==> src/rtl/mlp_sequencer.sv <==
// mlp_sequencer: time-multiplexed controller for a 784-30-10 MLP built around one 8x8 signed MAC.
// Streams pixel/weight/bias memories, sends each saturated zed to an external sigmoid LUT,
// buffers hidden activations, then runs the output layer and reports the argmax digit.
module mlp_sequencer #(
    parameter int PIX_N = 784,
    parameter int HL_N  = 30,
    parameter int OL_N  = 10,
    parameter int RES   = 8,
    parameter int FRAC  = 5,
    parameter int ACC_W = 24
) (
    input  logic           clk,
    input  logic           reset,
    input  logic           start,
    output logic           busy,
    output logic           done,
    output logic [3:0]     digit,
    output logic [RES-1:0] max_act,
    output logic [9:0]     pix_addr,
    input  logic [RES-1:0] pix_data,
    output logic [14:0]    w_addr,
    input  logic [RES-1:0] w_data,
    output logic [5:0]     b_addr,
    input  logic [RES-1:0] b_data,
    output logic [4:0]     hid_addr,
    output logic           hid_we,
    output logic [RES-1:0] hid_wdata,
    input  logic [RES-1:0] hid_rdata,
    output logic [RES-1:0] zed,
    output logic           zed_valid,
    input  logic [RES-1:0] act,
    output logic           out_we,
    output logic [3:0]     out_idx
);

    localparam int PROD_W = 2 * RES;
    localparam int SUM_W  = ACC_W + 1;

    localparam logic [9:0] I_LAST_HL = 10'(PIX_N - 1);
    localparam logic [9:0] I_LAST_OL = 10'(HL_N - 1);
    localparam logic [4:0] N_LAST_HL = 5'(HL_N - 1);
    localparam logic [4:0] N_LAST_OL = 5'(OL_N - 1);
    localparam logic [5:0] OL_B_BASE = 6'(HL_N);

    localparam logic signed [SUM_W-1:0] SAT_HI   = SUM_W'((2 ** (RES - 1)) - 1);
    localparam logic signed [SUM_W-1:0] SAT_LO   = ~SAT_HI;
    localparam logic signed [RES-1:0]   MAX_INIT = {1'b1, {(RES - 1){1'b0}}};

    typedef enum logic [2:0] {
        S_IDLE,
        S_HL_MAC,
        S_HL_DRAIN,
        S_HL_WB,
        S_OL_MAC,
        S_OL_DRAIN,
        S_OL_WB,
        S_DONE
    } state_t;

    state_t                    state_q, state_d;
    logic [9:0]                i_q, i_d;
    logic [4:0]                n_q, n_d;
    logic [14:0]               w_addr_q, w_addr_d;
    logic signed [ACC_W-1:0]   acc_q, acc_d;
    logic                      mac_v_q, mac_v_d;
    logic signed [RES-1:0]     max_q, max_d;
    logic [3:0]                arg_q, arg_d;
    logic [3:0]                digit_q, digit_d;
    logic [RES-1:0]            max_act_q, max_act_d;
    logic                      busy_q, busy_d;
    logic                      done_q, done_d;

    logic signed [PROD_W-1:0]  op_ext, w_ext, prod;
    logic signed [ACC_W-1:0]   prod_ext;
    logic signed [SUM_W-1:0]   acc_ext, bias_ext, zsum;
    logic signed [RES-1:0]     zed_sat;
    logic                      ol_phase;

    // State and datapath registers; reset returns to IDLE and clears all results.
    always_ff @(posedge clk or posedge reset) begin
        if (reset) begin
            state_q   <= S_IDLE;
            i_q       <= '0;
            n_q       <= '0;
            w_addr_q  <= '0;
            acc_q     <= '0;
            mac_v_q   <= 1'b0;
            max_q     <= MAX_INIT;
            arg_q     <= '0;
            digit_q   <= '0;
            max_act_q <= '0;
            busy_q    <= 1'b0;
            done_q    <= 1'b0;
        end else begin
            state_q   <= state_d;
            i_q       <= i_d;
            n_q       <= n_d;
            w_addr_q  <= w_addr_d;
            acc_q     <= acc_d;
            mac_v_q   <= mac_v_d;
            max_q     <= max_d;
            arg_q     <= arg_d;
            digit_q   <= digit_d;
            max_act_q <= max_act_d;
            busy_q    <= busy_d;
            done_q    <= done_d;
        end
    end

    // Next-state logic: per neuron K MAC cycles, one drain, one write-back.
    always_comb begin
        state_d = state_q;
        case (state_q)
            S_IDLE:     if (start) state_d = S_HL_MAC;
            S_HL_MAC:   if (i_q == I_LAST_HL) state_d = S_HL_DRAIN;
            S_HL_DRAIN: state_d = S_HL_WB;
            S_HL_WB:    state_d = (n_q == N_LAST_HL) ? S_OL_MAC : S_HL_MAC;
            S_OL_MAC:   if (i_q == I_LAST_OL) state_d = S_OL_DRAIN;
            S_OL_DRAIN: state_d = S_OL_WB;
            S_OL_WB:    state_d = (n_q == N_LAST_OL) ? S_DONE : S_OL_MAC;
            S_DONE:     state_d = S_IDLE;
            default:    state_d = S_IDLE;
        endcase
    end

    // MAC product and saturated pre-activation from the accumulator and bias.
    always_comb begin
        ol_phase = (state_q == S_OL_MAC) || (state_q == S_OL_DRAIN);
        op_ext   = ol_phase ? {{RES{hid_rdata[RES-1]}}, hid_rdata}
                            : {{RES{pix_data[RES-1]}}, pix_data};
        w_ext    = {{RES{w_data[RES-1]}}, w_data};
        prod     = op_ext * w_ext;
        prod_ext = {{(ACC_W - PROD_W){prod[PROD_W-1]}}, prod};
        acc_ext  = {acc_q[ACC_W-1], acc_q};
        bias_ext = {{(SUM_W - RES){b_data[RES-1]}}, b_data};
        zsum     = (acc_ext >>> FRAC) + bias_ext;
        if (zsum > SAT_HI) begin
            zed_sat = SAT_HI[RES-1:0];
        end else if (zsum < SAT_LO) begin
            zed_sat = SAT_LO[RES-1:0];
        end else begin
            zed_sat = zsum[RES-1:0];
        end
    end

    // Counter, accumulator, argmax and handshake updates.
    // Weights of both layers are laid out back to back, so one running address covers all MAC cycles.
    always_comb begin
        i_d       = i_q;
        n_d       = n_q;
        w_addr_d  = w_addr_q;
        max_d     = max_q;
        arg_d     = arg_q;
        digit_d   = digit_q;
        max_act_d = max_act_q;
        busy_d    = busy_q;
        done_d    = 1'b0;
        mac_v_d   = (state_q == S_HL_MAC) || (state_q == S_OL_MAC);
        acc_d     = mac_v_q ? (acc_q + prod_ext) : acc_q;
        case (state_q)
            S_IDLE: begin
                if (start) begin
                    acc_d    = '0;
                    i_d      = '0;
                    n_d      = '0;
                    w_addr_d = '0;
                    max_d    = MAX_INIT;
                    arg_d    = '0;
                    busy_d   = 1'b1;
                end
            end
            S_HL_MAC: begin
                i_d      = (i_q == I_LAST_HL) ? '0 : i_q + 10'd1;
                w_addr_d = w_addr_q + 15'd1;
            end
            S_OL_MAC: begin
                i_d      = (i_q == I_LAST_OL) ? '0 : i_q + 10'd1;
                w_addr_d = w_addr_q + 15'd1;
            end
            S_HL_WB: begin
                acc_d = '0;
                n_d   = (n_q == N_LAST_HL) ? '0 : n_q + 5'd1;
            end
            S_OL_WB: begin
                acc_d = '0;
                n_d   = (n_q == N_LAST_OL) ? '0 : n_q + 5'd1;
                if ($signed(act) > max_q) begin
                    max_d = $signed(act);
                    arg_d = n_q[3:0];
                end
            end
            S_DONE: begin
                digit_d   = arg_q;
                max_act_d = max_q;
                done_d    = 1'b1;
                busy_d    = 1'b0;
            end
            default: ;
        endcase
    end

    // Output decode: memory addresses, LUT interface and write strobes per state.
    always_comb begin
        busy      = busy_q;
        done      = done_q;
        digit     = digit_q;
        max_act   = max_act_q;
        pix_addr  = '0;
        w_addr    = '0;
        b_addr    = '0;
        hid_addr  = '0;
        hid_we    = 1'b0;
        hid_wdata = act;
        zed       = '0;
        zed_valid = 1'b0;
        out_we    = 1'b0;
        out_idx   = '0;
        case (state_q)
            S_HL_MAC: begin
                pix_addr = i_q;
                w_addr   = w_addr_q;
                b_addr   = {1'b0, n_q};
            end
            S_HL_DRAIN: b_addr = {1'b0, n_q};
            S_HL_WB: begin
                b_addr    = {1'b0, n_q};
                zed       = zed_sat;
                zed_valid = 1'b1;
                hid_we    = 1'b1;
                hid_addr  = n_q;
            end
            S_OL_MAC: begin
                w_addr   = w_addr_q;
                hid_addr = i_q[4:0];
                b_addr   = OL_B_BASE + {1'b0, n_q};
            end
            S_OL_DRAIN: b_addr = OL_B_BASE + {1'b0, n_q};
            S_OL_WB: begin
                b_addr    = OL_B_BASE + {1'b0, n_q};
                zed       = zed_sat;
                zed_valid = 1'b1;
                out_we    = 1'b1;
                out_idx   = n_q[3:0];
            end
            default: ;
        endcase
    end

endmodule
==> config.mk <==
export PLATFORM = sky130hd
export DESIGN_NAME = mlp_sequencer
export DESIGN_NICKNAME = d
export VERILOG_FILES = /design/src/rtl/mlp_sequencer.sv
export SDC_FILE = /design/constraint.sdc
export NUM_CORES = 1
export LEC_CHECK = 0
export ABC_CLOCK_PERIOD_IN_PS = 7100
export CORE_MARGIN = 8
export CORE_UTILIZATION = 45
export CTS_BUF_LIST = sky130_fd_sc_hd__clkbuf_8
export CTS_CLUSTER_DIAMETER = 80
export CTS_CLUSTER_SIZE = 24
export DETAILED_ROUTE_END_ITERATION = 10
export PLACE_DENSITY = 0.7
export SLEW_MARGIN = 20
export SYNTH_ARGS = -nofsm -noshare
export SYNTH_HDL_FRONTEND = slang
export SYNTH_SLANG_ARGS = --single-unit
==> constraint.sdc <==
create_clock -name clk -period 7.1 [get_ports clk]
set_input_delay 1.065 -clock clk [delete_from_list [all_inputs] [get_ports clk]]
set_output_delay 1.065 -clock clk [all_outputs]
set_load 0.01 [all_outputs]
==> out/results.tsv, run 1 <==
metric	value	unit
synth-edff-count	0	
wl_per_cell	14.6	um
clk_path_buf_depth	2	
synth_cells	1052	
nets	1445	
overflow	0	
grt_setup_unrepaired	true	
slowest_stage	fa_1	
area_growth	30.7	%
finalClockSkew	20.3	ps
ys_async_sr_fraction	100	%
routabilityCongestion	0.859	
critPathRequiredTime	7360	ps
numCtsBuffers	9	
finalSetupTns	0	ps
n_antenna_cell	0	
worst_pin_slew	1030	ps
ys_types	65	
p_leak	5.60	nW
crit_start	hid_rdata[4]	
synth_nets	1239	
clk_pin_slew_worst_paths	110	ps
drt_iter0_markers	395	
final_antenna_net_count	0	
cpPeakStageDelay	540	ps
worstPathMaxFanout	4	
grt_pass1_wl	37100	um
endpoint_kind	flop	
critical-path-top-delay-family	adder cells	
yosys_register_bits	84	
syn_area_per_cell	8.65	um2
dp_hpwl	17400	um
cts_root_buffer	clkbuf_8	
track_usage	17.9	%
initial_core_util	45.4	%
io_pins	116	
max_cap_violations	0	
die_height	158	um
maxSlewViolCount	0	
critPathArrivalTime	7200	ps
drc	0	
worst_path_most_repeated_cell	fa_1	
rows	52	
ys_seq_area_share	23.1	%
power.density	526	mW/mm2
die_x	158	um
crit_path_start_kind	input port	
htree_levels	3	
setup_viol	0	
cts_tree	done	
dieArea	0.0250	mm2
antenna_found_initial	0	
utilization	59.3	%
r2r_start	state_q[1]	
port_buffers	115	
first_pass_iters	5	
ctsHoldBuffers	0	
vias_per_cell	5.25	
path_class	in -> reg	
period_minus_slack	6940	ps
final_layout_size_suffix_gt1_share	18.3	%
synth_ff_type	dfrtp_1	
clock_sinks	84	
finalCritPeriodShare	97.7	%
yosys_warnings	0	
insertion_delay	390	ps
relSlewSlack	30.8	%
min_from	max_act[7]	
wirelength	22400	um
crit_buf_inv	5	
synth_area	0.00910	mm2
fin_ws	164	ps
hold_viol	0	
routed-via-count	8051	
hp-class	reg -> reg	
grt_pass1_vias	7882	
status	complete, no violations	
place_ws	-684	ps
irDropWorstVdd	0.349	mV
timing.fmax	144	MHz
grt_max_degree	64	
core	0.0200	mm2
[cell type report]
type	count	area (um2)
clock buffers	9	124
clock inverters	7	86.3
fillers	1810	8150
inverters	122	459
multi-input cells	813	6770
flip-flops and latches	84	2100
well taps	270	338
repair buffers	228	2010
[power breakdown]
group	switching [mW]	internal (mW)	leakage [nW]
Clock	0.206	0.171	0.105
Combinational	2.55	2.57	4.38
Sequential	0.160	0.595	1.12
Total	2.91	3.33	5.60
[layout by cell type (no fill, tap or decap), types with 9 or more instances in the layout]
cell,count
a21oi_1,35
inv_1,117
mux2i_1,18
ha_1,80
xnor2_1,35
clkdlybuf4s50_1,102
and2_1,23
buf_4,111
nor3_1,12
nor2b_1,51
o31ai_1,11
a21o_1,13
o21a_1,10
nand2b_1,15
nand3_1,24
nand2_1,80
o21ai_1,11
o21ai_0,45
clkbuf_8,9
nor2_1,79
dfrtp_1,82
dlygate4sd2_1,11
xor2_1,26
fa_1,55
and3_1,22
[sequential cells by signal, indices dropped and copies added (netlist names)]
signal and cells:
w_addr_q 15, max_q 8, acc_q 24, state_q 3
done 1, max_act 8, arg_q 4, busy 1
mac_v_q 1, digit 4, n_q 5, i_q 10
[routing by layer]
layer  vias to the layer above  global-route usage (%)  share of wire [%]
met5                         -                       0                  0
met4                         0                    3.64                1.2
met3                        28                    3.74                5.1
met2                       175                    29.9                 48
met1                      3857                    23.6                 46
li1                       3991                       -                  -
[synthesized netlist by cell type (25+ instances only)]
| cell | number | area, um2 |
|---|---|---|
| mux2i_1 | 26 | 260 |
| fa_1 | 57 | 1140 |
| nor2_1 | 80 | 300 |
| nor2b_1 | 54 | 338 |
| xnor2_1 | 36 | 315 |
| dfrtp_1 | 83 | 2080 |
| o21ai_0 | 54 | 270 |
| nand2_1 | 85 | 319 |
| ha_1 | 87 | 1090 |
| xor2_1 | 27 | 236 |
| a21oi_1 | 43 | 215 |
| nand3_1 | 25 | 125 |
| inv_1 | 122 | 458 |
[path summary, 6_finish.rpt]
path | to | slack [ps] | depth (start not counted)
setup / recovery | acc_q[23] | 160 | 26
min in group asynchronous | acc_q[21] | 970 | 2
hold reg to reg | max_act[7] | 490 | 2
hold / removal | max_act[7] | 490 | 2
setup reg to reg | acc_q[23] | 440 | 30
max in group asynchronous | mac_v_q | 4950 | 3
[logic make-up (layout without fill, tap and decap cells)]
family	after synthesis	after routing	synth area share (%)
AO/OA/AOI/OAI	211	211	15.5
XOR/XNOR	63	63	6.07
adder cells (fa/ha/maj)	144	144	24.5
buffers and inverters	155	366	6.73
flip-flops	84	84	23.1
multiplexers	33	33	3.73
AND/OR/NAND/NOR	362	362	20.4
[per-stage QoR]
step | hold WS (ps) | power, mW | area [um2] | instances
5_1_grt | 528 | 6.83 | 11900 | 1533
4_1_cts | 496 | 5.71 | 11600 | 1524
3_3_place_gp | 466 | 5.05 | 11200 | 1498
3_5_place_dp | 470 | 5.16 | 11200 | 1498
6_report | 491 | 6.25 | 11900 | 1533
2_1_floorplan | 473 | 3.69 | 9180 | 1052
[repair_timing]
| item | 4_1_cts | 5_1_grt |
|---|---|---|
| pin swaps | 19 | 49 |
| hold endpoints to repair | 0 | 0 |
| buffers inserted | 10 | 9 |
| cloned | 0 | 0 |
| setup endpoints to repair | 8 | 8 |
| gates resized for setup | 32 | 51 |
[worst reg2reg max path: cells and delay by family, from the launching register on]
kind | cells | cell delay, ps
mux | 1 | 200
flops | 1 | 400
compound gates | 10 | 2070
simple gates | 5 | 470
xor+xnor | 2 | 420
fa+ha+maj | 6 | 2230
buf+inv | 6 | 770
Power figures use the tool's default switching activity.
==> run 2, diff against run 1 <==
--- a/config.mk
+++ b/config.mk
@@ -9,9 +9,10 @@
 export CORE_MARGIN = 8
 export CORE_UTILIZATION = 45
 export CTS_BUF_LIST = sky130_fd_sc_hd__clkbuf_8
-export CTS_CLUSTER_DIAMETER = 80
+export CTS_CLUSTER_DIAMETER = 30
 export CTS_CLUSTER_SIZE = 24
 export DETAILED_ROUTE_END_ITERATION = 10
+export HOLD_SLACK_MARGIN = 0.08
 export PLACE_DENSITY = 0.7
 export SLEW_MARGIN = 20
 export SYNTH_ARGS = -nofsm -noshare
==> results of run 2 <==
The final DEF is identical to that of run 1; final timing and power are the same.
==> run 3, diff against run 2 <==
--- a/config.mk
+++ b/config.mk
@@ -9,10 +9,9 @@
 export CORE_MARGIN = 8
 export CORE_UTILIZATION = 45
 export CTS_BUF_LIST = sky130_fd_sc_hd__clkbuf_8
-export CTS_CLUSTER_DIAMETER = 30
-export CTS_CLUSTER_SIZE = 24
+export CTS_CLUSTER_SIZE = 25
 export DETAILED_ROUTE_END_ITERATION = 10
-export HOLD_SLACK_MARGIN = 0.08
+export HOLD_SLACK_MARGIN = 0.03
 export PLACE_DENSITY = 0.7
 export SLEW_MARGIN = 20
 export SYNTH_ARGS = -nofsm -noshare
==> results of run 3 <==
The final DEF is identical to that of run 1; final timing and power are the same.
